## config.mk

```make
export PLATFORM = sky130hd
export DESIGN_NAME = bram_block_store
export DESIGN_NICKNAME = d
export VERILOG_FILES = /design/src/rtl/bram_block_store_pkg.sv /design/src/rtl/bram_block_store_sp.sv /design/src/rtl/bram_block_store.sv
export SDC_FILE = /design/constraint.sdc
export NUM_CORES = 1
export LEC_CHECK = 0
export BUFFER_PORTS_ARGS = -buffer_cell sky130_fd_sc_hd__buf_2
export CORE_MARGIN = 2
export CORE_UTILIZATION = 53
export DETAILED_ROUTE_END_ITERATION = 8
export PLACE_DENSITY = 0.8
export SYNTH_ARGS = -nofsm -noshare
export SYNTH_HDL_FRONTEND = slang
export SYNTH_HIERARCHICAL = 1
export SYNTH_SLANG_ARGS = --single-unit
```

## constraint.sdc

```tcl
create_clock -name clk -period 4.16 [get_ports clk]
set_clock_uncertainty 0.1 [all_clocks]
set_input_delay 0.832 -clock clk [delete_from_list [all_inputs] [get_ports clk]]
set_output_delay 0.832 -clock clk [all_outputs]
set_load 0.02 [all_outputs]
```

## src/rtl/bram_block_store_pkg.sv

```systemverilog
// Shared command encodings and width helper for the RAM-client responders
// (this BRAM block store and the SDRAM controller use the same contract).
package bram_block_store_pkg;

  typedef enum logic [1:0] {
    CMD_NONE  = 2'd0,
    CMD_READ  = 2'd1,
    CMD_WRITE = 2'd2,
    CMD_STOP  = 2'd3
  } cmd_e;

  typedef enum logic [1:0] {
    ST_IDLE,
    ST_WRITE,
    ST_RFETCH,
    ST_READ
  } state_e;

  localparam int CMD_BLOCK_W = 21;
  localparam int DATA_W      = 16;

  // Index width for n entries; never zero so single-entry cases stay legal.
  function automatic int idx_w(input int n);
    return (n > 1) ? $clog2(n) : 1;
  endfunction

endpackage

```

## src/rtl/bram_block_store_sp.sv

```systemverilog
// Single-port synchronous-read RAM, one cycle read latency, read-first.
module bram_sp #(
  parameter int Depth = 64,
  parameter int AW    = 6,
  parameter int DW    = 16
) (
  input  logic          clk,
  input  logic          we,
  input  logic [AW-1:0] addr,
  input  logic [DW-1:0] wdata,
  output logic [DW-1:0] rdata
);

  logic [DW-1:0] mem [Depth];

  always_ff @(posedge clk) begin
    if (we) mem[addr] <= wdata;
    rdata <= mem[addr];
  end

endmodule

```

## src/rtl/bram_block_store.sv

```systemverilog
// Block-oriented RAM responder: streams whole blocks in/out of a BRAM using
// the same command/ready/trigger handshake as the SDRAM controller.
module bram_block_store
  import bram_block_store_pkg::*;
#(
  parameter int BlockSize  = 16,
  parameter int BlockCount = 4
) (
  input  logic                   clk,
  input  logic                   rst_,
  input  logic [1:0]             cmd,
  input  logic [CMD_BLOCK_W-1:0] cmd_block,
  output logic                   write_ready,
  input  logic                   write_trigger,
  input  logic [DATA_W-1:0]      write_data,
  output logic                   read_ready,
  input  logic                   read_trigger,
  output logic [DATA_W-1:0]      read_data
);

  localparam int Depth = BlockSize * BlockCount;
  localparam int IW    = idx_w(BlockSize);
  localparam int BW    = idx_w(BlockCount);
  localparam int AW    = idx_w(Depth);
  localparam logic [IW-1:0] One  = IW'(1);
  localparam logic [IW-1:0] Last = IW'(BlockSize - 1);

  state_e          state_q;
  logic [IW-1:0]   idx_q;
  logic [BW-1:0]   blk_q;
  logic            wr_rdy_q, rd_rdy_q;
  logic            live_q;
  cmd_e            cmd_s;
  logic [BW-1:0]   blk_sel;
  logic            consume, accept, last;
  logic [IW-1:0]   idx_sel;
  logic [AW-1:0]   addr;
  logic [DATA_W-1:0] ram_rdata;
  logic            unused_cmd_block;

  assign cmd_s   = cmd_e'(cmd);
  // Block index is taken modulo BlockCount by dropping the high bits.
  assign blk_sel = (BlockCount == 1) ? '0 : BW'(cmd_block);
  assign unused_cmd_block = ^cmd_block;

  assign last    = (idx_q == Last);
  assign consume = rd_rdy_q && read_trigger && (cmd_s == CMD_NONE);
  assign accept  = wr_rdy_q && write_trigger && (cmd_s == CMD_NONE);
  // Prefetch the next word while one is consumed so reads stream bubble-free.
  assign idx_sel = consume ? idx_q + One : idx_q;
  assign addr    = (AW'(blk_q) << IW) | AW'(idx_sel);

  always_ff @(posedge clk or negedge rst_) begin
    if (!rst_) begin
      state_q  <= ST_IDLE;
      idx_q    <= '0;
      blk_q    <= '0;
      wr_rdy_q <= 1'b0;
      rd_rdy_q <= 1'b0;
      live_q   <= 1'b0;
    end else begin
      // First edge after reset release ignores commands.
      live_q <= 1'b1;
      if (live_q) begin
        case (cmd_s)
          CMD_READ: begin
            state_q  <= ST_RFETCH;
            blk_q    <= blk_sel;
            idx_q    <= '0;
            wr_rdy_q <= 1'b0;
            rd_rdy_q <= 1'b0;
          end
          CMD_WRITE: begin
            state_q  <= ST_WRITE;
            blk_q    <= blk_sel;
            idx_q    <= '0;
            wr_rdy_q <= 1'b1;
            rd_rdy_q <= 1'b0;
          end
          CMD_STOP: begin
            state_q  <= ST_IDLE;
            idx_q    <= '0;
            wr_rdy_q <= 1'b0;
            rd_rdy_q <= 1'b0;
          end
          default: begin
            case (state_q)
              ST_WRITE: if (accept) begin
                idx_q <= idx_q + One;
                if (last) begin
                  state_q  <= ST_IDLE;
                  wr_rdy_q <= 1'b0;
                end
              end
              ST_RFETCH: begin
                state_q  <= ST_READ;
                rd_rdy_q <= 1'b1;
              end
              ST_READ: if (consume) begin
                idx_q <= idx_q + One;
                if (last) begin
                  state_q  <= ST_IDLE;
                  rd_rdy_q <= 1'b0;
                end
              end
              default: ;
            endcase
          end
        endcase
      end
    end
  end

  bram_sp #(.Depth(Depth), .AW(AW), .DW(DATA_W)) u_ram (
    .clk   (clk),
    .we    (accept),
    .addr  (addr),
    .wdata (write_data),
    .rdata (ram_rdata)
  );

  assign write_ready = wr_rdy_q;
  assign read_ready  = rd_rdy_q;
  assign read_data   = rd_rdy_q ? ram_rdata : '0;

endmodule

```

==> results.sh <==
export IMPL_drv_cap=0
export IMPL_fin_ws_ns=0.2508
export IMPL_slew_headroom=0.1048
export IMPL_tns_ns=0
export IMPL_synth_edf_count=1024
export IMPL_timing_hold_violations_final=0
export IMPL_cts_tree="built"
export IMPL_row_count=101
export IMPL_min_from="cmd_block[0]"
export IMPL_hold_path_class="input pin to register"
export IMPL_synth_flop_cell="edfxtp_1"
export IMPL_cp_data_required_time_ns=4.59
export IMPL_core_sq_mm=0.07570
export IMPL_ys_types=67
export IMPL_first_pass_iters=6
export IMPL_place_congestion=0.9775
export IMPL_die_area_sq_mm=0.07841
export IMPL_final_util=0.6134
export IMPL_outcome="finished clean"
export IMPL_drc=0
export IMPL_vias_per_cell=6.656
export IMPL_syn_nets=2415
export IMPL_gr_total_overflow=0
export IMPL_ys_async_sr_fraction=0.01047
export IMPL_hold_path_depth=2
export IMPL_cts_sinks=1051
export IMPL_criticalPathCategory="register to register"
export IMPL_postRouteAntennaNets=0
export IMPL_pre_cts_slack_ns=-0.5148
export IMPL_grt_pass1_vias=23920
export IMPL_clk_path_buf_depth=3
export IMPL_clock_latency_ns=0.65
export IMPL_num_vias=24060
export IMPL_cp_arrival_ns=4.34
export IMPL_crit_buf_inv=4
export IMPL_die_height_um=280.0
export IMPL_grtUsageTotal=0.2664
export IMPL_crit_family="simple AND/OR/NAND/NOR gates"
export IMPL_ir_drop_mv=0.3622
export IMPL_period_minus_slack_ns=3.909
export IMPL_ys_top_cells_by_count="edfxtp_1 (1024), a22oi_1 (196), nor2_1 (161)"
export IMPL_drtIter0Drc=3472
export IMPL_start_kind="register"
export IMPL_yosysTopAreaCell="edfxtp_1"
export IMPL_r2r_end="u_ram/rdata[8]$_DFF_P_"
export IMPL_endpoint_kind="register"
export IMPL_path_cells="ha_1, nand4_1, xnor2_2, buf_12, buf_4, buf_4, nand2b_1, o22ai_1, a2111oi_1, buf_4, a211oi_1, or4_1"
export IMPL_ios=61
export IMPL_startpoint="idx_q[0]$_DFFE_PN0P_"
export IMPL_drt_wl_total_um=104400
export IMPL_hold_path_endpoint="blk_q[0]$_DFFE_PN0P_"
export IMPL_power_density_mw_per_mm2=512.1
export IMPL_r2r_start="idx_q[0]$_DFFE_PN0P_"
export IMPL_synth_area_leaders="edfxtp_1 (76%), mux2i_1 (3.8%), a22oi_1 (3.6%)"
export IMPL_ys_seq_area_frac=0.7763
export IMPL_synth_top_area_share=0.7615
export IMPL_synth_area_per_cell_sq_um=17.07
export IMPL_synth_cells=2366
export IMPL_ys_warn_count=6
export IMPL_layout_nets=2607
export IMPL_grt_start_max_net_pins=65
export IMPL_r2r_slack_ns=0.25
export IMPL_cpMostUsedCell="buf_4"
export IMPL_drive_above_1_share=0.1906
export IMPL_io_buffer_count=41
export IMPL_postCtsSetupBuffers=0
export IMPL_clock_root_buffer="clkbuf_16"
export IMPL_clkSlewWorstSetupHoldPaths_ns=0.06
export IMPL_post_route_period_util=0.9397
export IMPL_initial_utilization=0.5334
export IMPL_slowest_stage="a2111oi_1"
export IMPL_slowest_delay_ns=0.68
export IMPL_cp_max_fo=14
export IMPL_dpl_hpwl_um=65110
export IMPL_grt_antenna_before_repair=5
export IMPL_setup_violations_final=0
export IMPL_leakagePower_nw=14.80
export IMPL_grt_pass1_wl_um=153400
export IMPL_rsz0062_at_grt="false"
export IMPL_area_growth_pct=14.99
export IMPL_worst_pin_slew_ns=1.341
export IMPL_fmax_ghz=0.2558
export IMPL_reg2regPathDepth=12
export IMPL_syn_area_sq_mm=0.04038
export IMPL_slew_violations=0
export IMPL_die_w_um=280.0
export IMPL_avgRoutedWirePerCell_um=28.88
export IMPL_ys_ff_latch=1051
export IMPL_cts_made_buffers=96
export IMPL_synth_most_common_cell="edfxtp_1"
export IMPL_htree_levels=3
==> state kept, by name, summed over array words and instances (netlist names) <==
register,count
blk_q,2
idx_q,4
live_q,1
read_ready,1
state_q,2
u_ram/mem,1024
u_ram/rdata,16
write_ready,1
==> power by group <==
| group | switching (mW) | internal [mW] |
|---|---|---|
| logic | 2.14 | 1.08 |
| registers | 0.118 | 11.7 |
| clock network | 3.73 | 5.00 |
| total | 5.98 | 17.8 |
==> what timing repair did <==
| action | in CTS | in global routing |
|---|---|---|
| hold buffers | 1 | 0 |
| endpoints found under the hold margin | 11 | 0 |
| setup endpoints to repair | 1 | 2 |
| gates resized for setup | 1 | 2 |
==> final cells by class <==
class | count | area, sq um
multi-input cells | 1140 | 8402
fillers | 4984 | 29270
clock inverters | 42 | 452.9
inverters | 7 | 26.28
diodes | 2 | 5.005
well taps | 978 | 1224
repair buffers | 262 | 2305
clock buffers | 132 | 2671
flip-flops and latches | 1051 | 31350
==> kinds of logic (layout without fill, tap and decap cells) <==
logic type      Yosys count  after routing  share of synthesized area
mux                     181            181                    0.04738
xor+xnor                  3              3                  0.0006508
compound gates          635            635                     0.1164
flops                  1051           1051                     0.7763
buf+inv                 175            443                    0.02144
other cells               1              3                 0.00009287
fa+ha+maj                 6              6                   0.001859
simple gates            314            314                    0.03588
==> through the flow <==
stage	cells	power (mW)	cell area [sq um]	hold slack (ns)
floorplan	2366	13.69	40520	0.3738
global placement	3437	15.04	43280	0.4390
detailed placement	3437	15.13	43280	0.4388
CTS	3612	23.74	46420	0.2975
global route	3612	24.39	46430	0.3153
finish	3614	23.78	46430	0.3300
==> worst max path at each step <==
stage                     slack, ns                          to  depth (start not counted)
final                          0.25      u_ram/rdata[8]$_DFF_P_                         12
after global routing           0.04      u_ram/rdata[8]$_DFF_P_                         12
after CTS                      0.05      u_ram/rdata[8]$_DFF_P_                         12
after detailed placement      -0.51      u_ram/rdata[8]$_DFF_P_                         14
after global placement        -0.45      u_ram/rdata[8]$_DFF_P_                         14
after floorplan               -0.15  u_ram/mem[15][0]$_DFFE_PP_                         13
==> layout by cell type, fill, tap and decap left out, types with 48 or more instances in the layout <==
master and count:
buf_4 185, a22oi_1 196, o22ai_1 58, a21oi_1 79
edfxtp_1 1024, clkbuf_16 99, nor2_2 60, nand2_1 48
a221oi_1 106, mux2i_1 154, nor2_1 100
==> metal layers <==
metal	GRT usage	routed length, um	up-vias
met2	0.4243	49230	1695
met4	0.1224	5095	6
met1	0.3459	37090	11970
met3	0.06895	12940	298
li1	-	-	10080
met5	0	34	-
Note: power is estimated with default switching activity, not from simulation.
